`src/rtl/rv32i_pkg.sv`:
```
// Shared RV32I constants and the write-back source selector.
package rv32i_pkg;
  localparam int XLEN       = 32;
  localparam int REG_ADDR_W = 5;
  localparam int NUM_REGS   = 32;

  typedef enum logic [1:0] {
    WB_NONE,
    WB_ALU,
    WB_LSU
  } wb_src_e;
endpackage

```
`src/rtl/writeback_unit_if.sv`:
```
// Producer-side handshakes into the write-back unit: ALU results and LSU load beats.
interface writeback_unit_if
  import rv32i_pkg::*;
#(
  parameter int XLEN = rv32i_pkg::XLEN
);
  logic                  alu_valid;
  logic                  alu_ready;
  logic [REG_ADDR_W-1:0] alu_rd;
  logic [XLEN-1:0]       alu_data;

  logic                  lsu_valid;
  logic                  lsu_ready;
  logic [REG_ADDR_W-1:0] lsu_rd;
  logic [XLEN-1:0]       lsu_data;

  modport master (
    output alu_valid, alu_rd, alu_data,
    output lsu_valid, lsu_rd, lsu_data,
    input  alu_ready, lsu_ready
  );

  modport slave (
    input  alu_valid, alu_rd, alu_data,
    input  lsu_valid, lsu_rd, lsu_data,
    output alu_ready, lsu_ready
  );
endinterface

```
`src/rtl/wb_fifo.sv`:
```
// Small first-word-fall-through FIFO holding {rd, data} load entries.
// DEPTH is a power of two so the pointers wrap naturally modulo DEPTH.
module wb_fifo #(
  parameter int WIDTH = 37,
  parameter int DEPTH = 2,
  localparam int PTR_W = $clog2(DEPTH),
  localparam int CNT_W = $clog2(DEPTH + 1)
) (
  input  logic             clk,
  input  logic             rst,
  input  logic             push,
  input  logic             pop,
  input  logic [WIDTH-1:0] din,
  output logic             full,
  output logic             empty,
  output logic [CNT_W-1:0] count,
  output logic [WIDTH-1:0] head
);
  localparam logic [CNT_W-1:0] DEPTH_C = CNT_W'(DEPTH);

  logic [WIDTH-1:0] mem [DEPTH];
  logic [PTR_W-1:0] wr_ptr_reg;
  logic [PTR_W-1:0] rd_ptr_reg;
  logic [CNT_W-1:0] count_reg;
  logic             push_ok;
  logic             pop_ok;

  assign full    = (count_reg == DEPTH_C);
  assign empty   = (count_reg == '0);
  assign count   = count_reg;
  assign head    = mem[rd_ptr_reg];
  assign push_ok = push & ~full;
  assign pop_ok  = pop & ~empty;

  // Pointer and occupancy bookkeeping; push and pop together leave count unchanged.
  always_ff @(posedge clk) begin
    if (rst) begin
      wr_ptr_reg <= '0;
      rd_ptr_reg <= '0;
      count_reg  <= '0;
    end else begin
      if (push_ok) wr_ptr_reg <= wr_ptr_reg + PTR_W'(1);
      if (pop_ok)  rd_ptr_reg <= rd_ptr_reg + PTR_W'(1);
      case ({push_ok, pop_ok})
        2'b10:   count_reg <= count_reg + CNT_W'(1);
        2'b01:   count_reg <= count_reg - CNT_W'(1);
        default: count_reg <= count_reg;
      endcase
    end
  end

  // Entry storage; contents are don't-care until written, so no reset.
  always_ff @(posedge clk) begin
    if (push_ok) mem[wr_ptr_reg] <= din;
  end
endmodule

```
`src/rtl/writeback_unit.sv`:
```
// Merges ALU results and buffered LSU loads onto the register file write port,
// and tracks outstanding loads for decode hazard checks.
module writeback_unit
  import rv32i_pkg::*;
#(
  parameter int XLEN           = rv32i_pkg::XLEN,
  parameter int LSU_FIFO_DEPTH = 2
) (
  input  logic                  clk,
  input  logic                  rst,
  writeback_unit_if.slave       bus,
  input  logic                  iss_valid,
  input  logic                  iss_long,
  input  logic [REG_ADDR_W-1:0] iss_rd,
  input  logic [REG_ADDR_W-1:0] rs1,
  input  logic [REG_ADDR_W-1:0] rs2,
  output logic                  rs1_busy,
  output logic                  rs2_busy,
  output logic                  rs1_fwd_hit,
  output logic                  rs2_fwd_hit,
  output logic [XLEN-1:0]       rs1_fwd_data,
  output logic [XLEN-1:0]       rs2_fwd_data,
  output logic                  WE3,
  output logic [REG_ADDR_W-1:0] A3,
  output logic [XLEN-1:0]       WD3
);
  localparam int ENTRY_W = REG_ADDR_W + XLEN;
  localparam int CNT_W   = $clog2(LSU_FIFO_DEPTH + 1);
  localparam logic [CNT_W-1:0] DEPTH_C = CNT_W'(LSU_FIFO_DEPTH);

  logic                  fifo_push;
  logic                  fifo_pop;
  logic                  fifo_full;
  logic                  fifo_empty;
  logic [CNT_W-1:0]      fifo_count;
  logic [ENTRY_W-1:0]    fifo_head;
  logic [REG_ADDR_W-1:0] head_rd;
  logic [XLEN-1:0]       head_data;

  wb_src_e               src;
  logic [REG_ADDR_W-1:0] commit_rd;
  logic [XLEN-1:0]       commit_data;

  logic                  we3_reg;
  logic [REG_ADDR_W-1:0] a3_reg;
  logic [XLEN-1:0]       wd3_reg;
  logic [NUM_REGS-1:0]   pending_reg;
  logic [NUM_REGS-1:0]   pending_next;

  // A load only enters the FIFO; it can reach the write port from the next cycle on.
  assign bus.lsu_ready = (fifo_count < DEPTH_C) & ~rst;
  assign bus.alu_ready = ~fifo_full & ~rst;
  assign fifo_push     = bus.lsu_valid & bus.lsu_ready;
  assign fifo_pop      = (src == WB_LSU);
  assign head_rd       = fifo_head[ENTRY_W-1 -: REG_ADDR_W];
  assign head_data     = fifo_head[XLEN-1:0];

  wb_fifo #(
    .WIDTH (ENTRY_W),
    .DEPTH (LSU_FIFO_DEPTH)
  ) u_fifo (
    .clk   (clk),
    .rst   (rst),
    .push  (fifo_push),
    .pop   (fifo_pop),
    .din   ({bus.lsu_rd, bus.lsu_data}),
    .full  (fifo_full),
    .empty (fifo_empty),
    .count (fifo_count),
    .head  (fifo_head)
  );

  // Arbitration: a full FIFO drains first so loads cannot starve, otherwise ALU wins.
  always_comb begin
    src         = WB_NONE;
    commit_rd   = bus.alu_rd;
    commit_data = bus.alu_data;
    if (!rst) begin
      if (fifo_full) begin
        src = WB_LSU;
      end else if (bus.alu_valid) begin
        src = WB_ALU;
      end else if (!fifo_empty) begin
        src = WB_LSU;
      end
    end
    if (src == WB_LSU) begin
      commit_rd   = head_rd;
      commit_data = head_data;
    end
  end

  // Write port register; x0 commits still move A3/WD3 but never assert WE3.
  always_ff @(posedge clk) begin
    if (rst) begin
      we3_reg <= 1'b0;
      a3_reg  <= '0;
      wd3_reg <= '0;
    end else if (src != WB_NONE) begin
      we3_reg <= (commit_rd != '0);
      a3_reg  <= commit_rd;
      wd3_reg <= commit_data;
    end else begin
      we3_reg <= 1'b0;
    end
  end

  // Per-register pending bit: a new long issue overrides a same-cycle load retire.
  for (genvar gi = 0; gi < NUM_REGS; gi++) begin : g_pend
    if (gi == 0) begin : g_x0
      assign pending_next[gi] = 1'b0;
    end else begin : g_rn
      assign pending_next[gi] =
          (iss_valid & iss_long & (iss_rd == REG_ADDR_W'(gi))) |
          (pending_reg[gi] & ~(fifo_pop & (head_rd == REG_ADDR_W'(gi))));
    end
  end

  // Scoreboard state register.
  always_ff @(posedge clk) begin
    if (rst) pending_reg <= '0;
    else     pending_reg <= pending_next;
  end

  assign rs1_busy     = pending_reg[rs1];
  assign rs2_busy     = pending_reg[rs2];
  assign rs1_fwd_hit  = we3_reg & (a3_reg == rs1) & (rs1 != '0);
  assign rs2_fwd_hit  = we3_reg & (a3_reg == rs2) & (rs2 != '0);
  assign rs1_fwd_data = rs1_fwd_hit ? wd3_reg : '0;
  assign rs2_fwd_data = rs2_fwd_hit ? wd3_reg : '0;

  assign WE3 = we3_reg;
  assign A3  = a3_reg;
  assign WD3 = wd3_reg;
endmodule

```
`src/flat_wrapper.sv`:
```
// flat-port wrapper written by rule: the top's interface ports become plain ports
module writeback_unit_flat import rv32i_pkg::*;
#(
  parameter int XLEN           = rv32i_pkg::XLEN,
  parameter int LSU_FIFO_DEPTH = 2
)
  (clk, rst, iss_valid, iss_long, iss_rd, rs1, rs2, rs1_busy, rs2_busy, rs1_fwd_hit, rs2_fwd_hit, rs1_fwd_data, rs2_fwd_data, WE3, A3, WD3, bus_alu_valid, bus_alu_rd, bus_alu_data, bus_lsu_valid, bus_lsu_rd, bus_lsu_data, bus_alu_ready, bus_lsu_ready);
  writeback_unit_if #(.XLEN(XLEN)) bus_i ();
  input  logic clk;
  input  logic rst;
  input  logic iss_valid;
  input  logic iss_long;
  input  logic [REG_ADDR_W-1:0] iss_rd;
  input  logic [REG_ADDR_W-1:0] rs1;
  input  logic [REG_ADDR_W-1:0] rs2;
  output logic rs1_busy;
  output logic rs2_busy;
  output logic rs1_fwd_hit;
  output logic rs2_fwd_hit;
  output logic [XLEN-1:0] rs1_fwd_data;
  output logic [XLEN-1:0] rs2_fwd_data;
  output logic WE3;
  output logic [REG_ADDR_W-1:0] A3;
  output logic [XLEN-1:0] WD3;
  input wire logic [$bits(bus_i.alu_valid)-1:0] bus_alu_valid;
  input wire logic [$bits(bus_i.alu_rd)-1:0] bus_alu_rd;
  input wire logic [$bits(bus_i.alu_data)-1:0] bus_alu_data;
  input wire logic [$bits(bus_i.lsu_valid)-1:0] bus_lsu_valid;
  input wire logic [$bits(bus_i.lsu_rd)-1:0] bus_lsu_rd;
  input wire logic [$bits(bus_i.lsu_data)-1:0] bus_lsu_data;
  output wire logic [$bits(bus_i.alu_ready)-1:0] bus_alu_ready;
  output wire logic [$bits(bus_i.lsu_ready)-1:0] bus_lsu_ready;
  assign bus_i.alu_valid = bus_alu_valid;
  assign bus_i.alu_rd = bus_alu_rd;
  assign bus_i.alu_data = bus_alu_data;
  assign bus_i.lsu_valid = bus_lsu_valid;
  assign bus_i.lsu_rd = bus_lsu_rd;
  assign bus_i.lsu_data = bus_lsu_data;
  assign bus_alu_ready = bus_i.alu_ready;
  assign bus_lsu_ready = bus_i.lsu_ready;
  writeback_unit #(.XLEN(XLEN), .LSU_FIFO_DEPTH(LSU_FIFO_DEPTH)) u_core (.clk(clk), .rst(rst), .bus(bus_i), .iss_valid(iss_valid), .iss_long(iss_long), .iss_rd(iss_rd), .rs1(rs1), .rs2(rs2), .rs1_busy(rs1_busy), .rs2_busy(rs2_busy), .rs1_fwd_hit(rs1_fwd_hit), .rs2_fwd_hit(rs2_fwd_hit), .rs1_fwd_data(rs1_fwd_data), .rs2_fwd_data(rs2_fwd_data), .WE3(WE3), .A3(A3), .WD3(WD3));
endmodule
```
`config.mk`:
```
export PLATFORM = sky130hd
export DESIGN_NAME = writeback_unit_flat
export DESIGN_NICKNAME = d
export VERILOG_FILES = /design/src/rtl/rv32i_pkg.sv /design/src/rtl/writeback_unit_if.sv /design/src/rtl/wb_fifo.sv /design/src/rtl/writeback_unit.sv /design/src/flat_wrapper.sv
export SDC_FILE = /design/constraint.sdc
export NUM_CORES = 1
export LEC_CHECK = 0
export CORE_MARGIN = 3
export CORE_UTILIZATION = 26
export DETAILED_ROUTE_END_ITERATION = 12
export DONT_BUFFER_PORTS = 1
export GPL_ROUTABILITY_DRIVEN = 0
export SETUP_SLACK_MARGIN = 0.2
export SYNTH_ARGS = -nofsm -noshare
export SYNTH_HDL_FRONTEND = slang
export SYNTH_SLANG_ARGS = --single-unit
```
`constraint.sdc`:
```
create_clock -name clk -period 3 [get_ports clk]
set_clock_uncertainty 0.2 [all_clocks]
set_input_delay 0.45 -clock clk [delete_from_list [all_inputs] [get_ports clk]]
set_output_delay 0.45 -clock clk [all_outputs]
set_load 0.03 [all_outputs]
```
==> out/summary.txt <==
==========================================================================================
Yosys warns                                                                              0
Most numerous cell in the Yosys netlist                                       sky130_fd_sc_hd__a211oi_1
Crit start category                                                                   flop
Pwr per Cell Area                                                               811 nW/um2
Req. time, crit path                                                               2.35 ns
Tightest Hold Check Type                                                            in2reg
Die Width                                                                           171 um
Top fanout value on the critical path                                                   33
Row Count                                                                               59
Initial Utilization                                                                  26.9%
Cell types with the largest area share after synthesis                        sky130_fd_sc_hd__edfxtp_1 31%, sky130_fd_sc_hd__dfxtp_1 21%, sky130_fd_sc_hd__a211oi_1 7.9%
RSZ-0062 raised after global routing                                                  true
Largest net degree at the start of global routing                                       75
Final hold vios                                                                          0
WHS Path Cells                                                                           2
Leading post-synthesis cells by instance count                                75 x sky130_fd_sc_hd__a211oi_1, 74 x sky130_fd_sc_hd__dfxtp_1, 74 x sky130_fd_sc_hd__edfxtp_1
Count of flip-flops with a built-in enable after synthesis                              74
Number of instances in the synthesized netlist                                         644
DRC violations left                                                                      0
Setup-violating endpoint count in the final report                                       0
Max-slew violations                                                                      0
Clock root buffer                                                             sky130_fd_sc_hd__clkbuf_16
Seq/Total Area, Yosys                                                                52.2%
Initial antenna violation count                                                          2
Detailed router's first-iteration violation count                                      236
Global-route wire length before repair                                            29000 um
Final period util                                                                    90.3%
Area leader, netlist                                                          sky130_fd_sc_hd__edfxtp_1
Total power after layout                                                         0.00695 W
All-layer global routing usage                                                       12.8%
FF+latch count, synth                                                                  148
Detailed Routing Iterations Pass 1                                                       4
Most frequently used flop master after synthesis                              sky130_fd_sc_hd__edfxtp_1
CTS tree                                                                              done
Total Negative Setup Slacks                                                           0 ns
Worst supply voltage drop on vdd                                                  0.366 mV
Net count reported at finish                                                           763
Post-Synthesis Cell Area                                                          7100 um2
Layout overhead on the synthesized area                                              20.7%
Count of vias placed by the detailed router                                           5161
Mean post-synth cell area                                                         11.0 um2
R2R depth                                                                                6
Remaining antenna violation count after routing                                          0
Hold Crit Start                                                               bus_alu_valid
Critical Path End Type                                                         output port
Internal reg-to-reg setup slack                                                    0.73 ns
Worst reg2reg path endpoint                                                   u_core.WD3[11]$_SDFFE_PP0P_
Post-detailed-placement half-perimeter wirelength                                 13100 um
Max reg flops                                                                           74
Arrival time reported for the critical path endpoint                               2.06 ns
Net count after synthesis                                                              740
Clock edge transition at the registers on the reported setup and hold paths        0.06 ns
Number of buffers created by CTS                                                        17
Number of buffers inserted by port buffering                                             0
H-tree depth                                                                             4
Number of sinks driven by the clock tree                                               148
Maximum Capacitance Violations                                                           0
Final setup slack of the worst path                                               0.290 ns
Die Area                                                                         29300 um2
Post-Place Setup Slack                                                            0.458 ns
# diodes                                                                                 0
Actual slew at the worst max-slew pin                                             0.919 ns
Ratio of cells with drive above 1 in the final layout                                21.0%
Post-synthesis async set-or-reset flop share                                            0%
Worst rel slew slack                                                                 38.8%
WL final                                                                          19300 um
Average wire per cell in the routed design                                         19.1 um
Total I/O pin count                                                                    203
Status                                                                        finished clean
Area of the core region                                                          26400 um2
Post-synth top area share                                                            31.3%
Via-per-instance ratio                                                                5.08
Buffers from clock root to sink, at most                                                 2
Count of buffers added by post-CTS timing repair for setup                               0
Worst setup path class                                                             reg2out
Die Y                                                                               171 um
Vias in the first global route                                                        5052
Clk_lat worst skew                                                                 0.42 ns
Yosys cell types                                                                        47
GR Overflow Total                                                                        0
Hold path endpoint                                                            u_core.A3[2]$_SDFFE_PP0P_
Post-layout min period                                                             2.71 ns
Leakage power of the design                                                        2.89 nW
Highest attainable clock frequency                                                 369 MHz
Origin of the critical flop-to-flop path                                      u_core.u_fifo.count[0]$_SDFFE_PP0P_
Setup crit start                                                              u_core.A3[2]$_SDFFE_PP0P_
==========================================================================================
[cells in the final DEF (no fill, tap or decap), types with 8 or more instances in the layout]
| master | n |
|---|---|
| sky130_fd_sc_hd__nor2b_1 | 45 |
| sky130_fd_sc_hd__dfxtp_1 | 70 |
| sky130_fd_sc_hd__buf_4 | 14 |
| sky130_fd_sc_hd__a21oi_1 | 35 |
| sky130_fd_sc_hd__dlygate4sd3_1 | 41 |
| sky130_fd_sc_hd__nor2_1 | 20 |
| sky130_fd_sc_hd__xnor2_1 | 10 |
| sky130_fd_sc_hd__nand3_1 | 11 |
| sky130_fd_sc_hd__and2_2 | 64 |
| sky130_fd_sc_hd__clkbuf_16 | 17 |
| sky130_fd_sc_hd__a211oi_1 | 73 |
| sky130_fd_sc_hd__mux4_2 | 11 |
| sky130_fd_sc_hd__mux2_2 | 8 |
| sky130_fd_sc_hd__mux2i_1 | 40 |
| sky130_fd_sc_hd__nand2_1 | 37 |
| sky130_fd_sc_hd__edfxtp_1 | 74 |
| sky130_fd_sc_hd__o31ai_1 | 33 |
[cell type report]
type | count | area, um2
Inverter | 5 | 18.8
Fill cell | 2665 | 17900
Multi-Input combinational cell | 437 | 3240
Timing Repair Buffer | 58 | 574
Tap cell | 335 | 419
Clock inverter | 15 | 181
Clock buffer | 17 | 425
Sequential cell | 148 | 3710
[through the flow]
step	util, %	instance area, um2	hold WS (ns)	std cells
after CTS	32.1	8490	0.00133	1015
final	32.4	8570	0.0407	1015
after global placement	28.1	7430	0.262	941
after detailed placement	28.1	7430	0.274	941
after global routing	32.4	8570	0.0138	1015
after floorplan	-	7110	0.254	644
[worst max-delay path: stages, from the launching register on]
cell and delay, ns:
sky130_fd_sc_hd__dfxtp_2 0.47, sky130_fd_sc_hd__xnor2_1 0.15, sky130_fd_sc_hd__nand3_1 0.13, sky130_fd_sc_hd__a211oi_4 0.22, sky130_fd_sc_hd__buf_4 0.34, sky130_fd_sc_hd__and2_2 0.31
[what timing repair did]
action	4_1_cts	5_1_grt
endpoints found under the setup margin	64	64
hold buffers	42	0
pin swaps	0	0
hold endpoints to repair	148	0
resized for setup	4	64
gates cloned	0	0
[per-layer routing]
layer | global-route usage [%] | wire, um | up-vias | part of all wire, %
li1 | - | - | 2450 | -
met1 | 17.2 | 8660 | 2507 | 45
met2 | 20.8 | 9380 | 187 | 49
met3 | 3.13 | 1120 | 13 | 5.8
met4 | 3.39 | 151 | 4 | 0.78
met5 | 0 | 23 | - | 0.12
[cells by family after synthesis]
kind of cell / synth area share (%)
buffers and inverters: 3.81
multiplexers: 10.6
AND/OR/NAND/NOR: 15.5
XOR/XNOR: 1.48
flip-flops: 52.2
adder cells (fa/ha/maj): 0.176
AO/OA/AOI/OAI: 16.3
[worst max-delay path by stage]
| stage | endpoint | cells past startpoint | slack, ns |
|---|---|---|---|
| global placement | rs2_fwd_data[25] | 5 | 0.48 |
| detailed placement | rs2_fwd_data[25] | 5 | 0.46 |
| global route | rs1_fwd_data[29] | 5 | 0.19 |
| CTS | rs1_fwd_data[29] | 5 | 0.20 |
| finish | rs1_fwd_data[29] | 5 | 0.29 |
| floorplan | u_core.u_fifo.mem[1][0]$_DFFE_PP_ | 3 | 0.27 |
[where the power goes]
part	total (W)	switching [W]	internal [W]	leakage (nW)
registers	0.00313	0.000683	0.00245	1.29
logic	0.00165	0.00105	0.000598	1.30
clock network	0.00217	0.000966	0.00120	0.298
No activity file was read; power rests on OpenSTA's default activity.
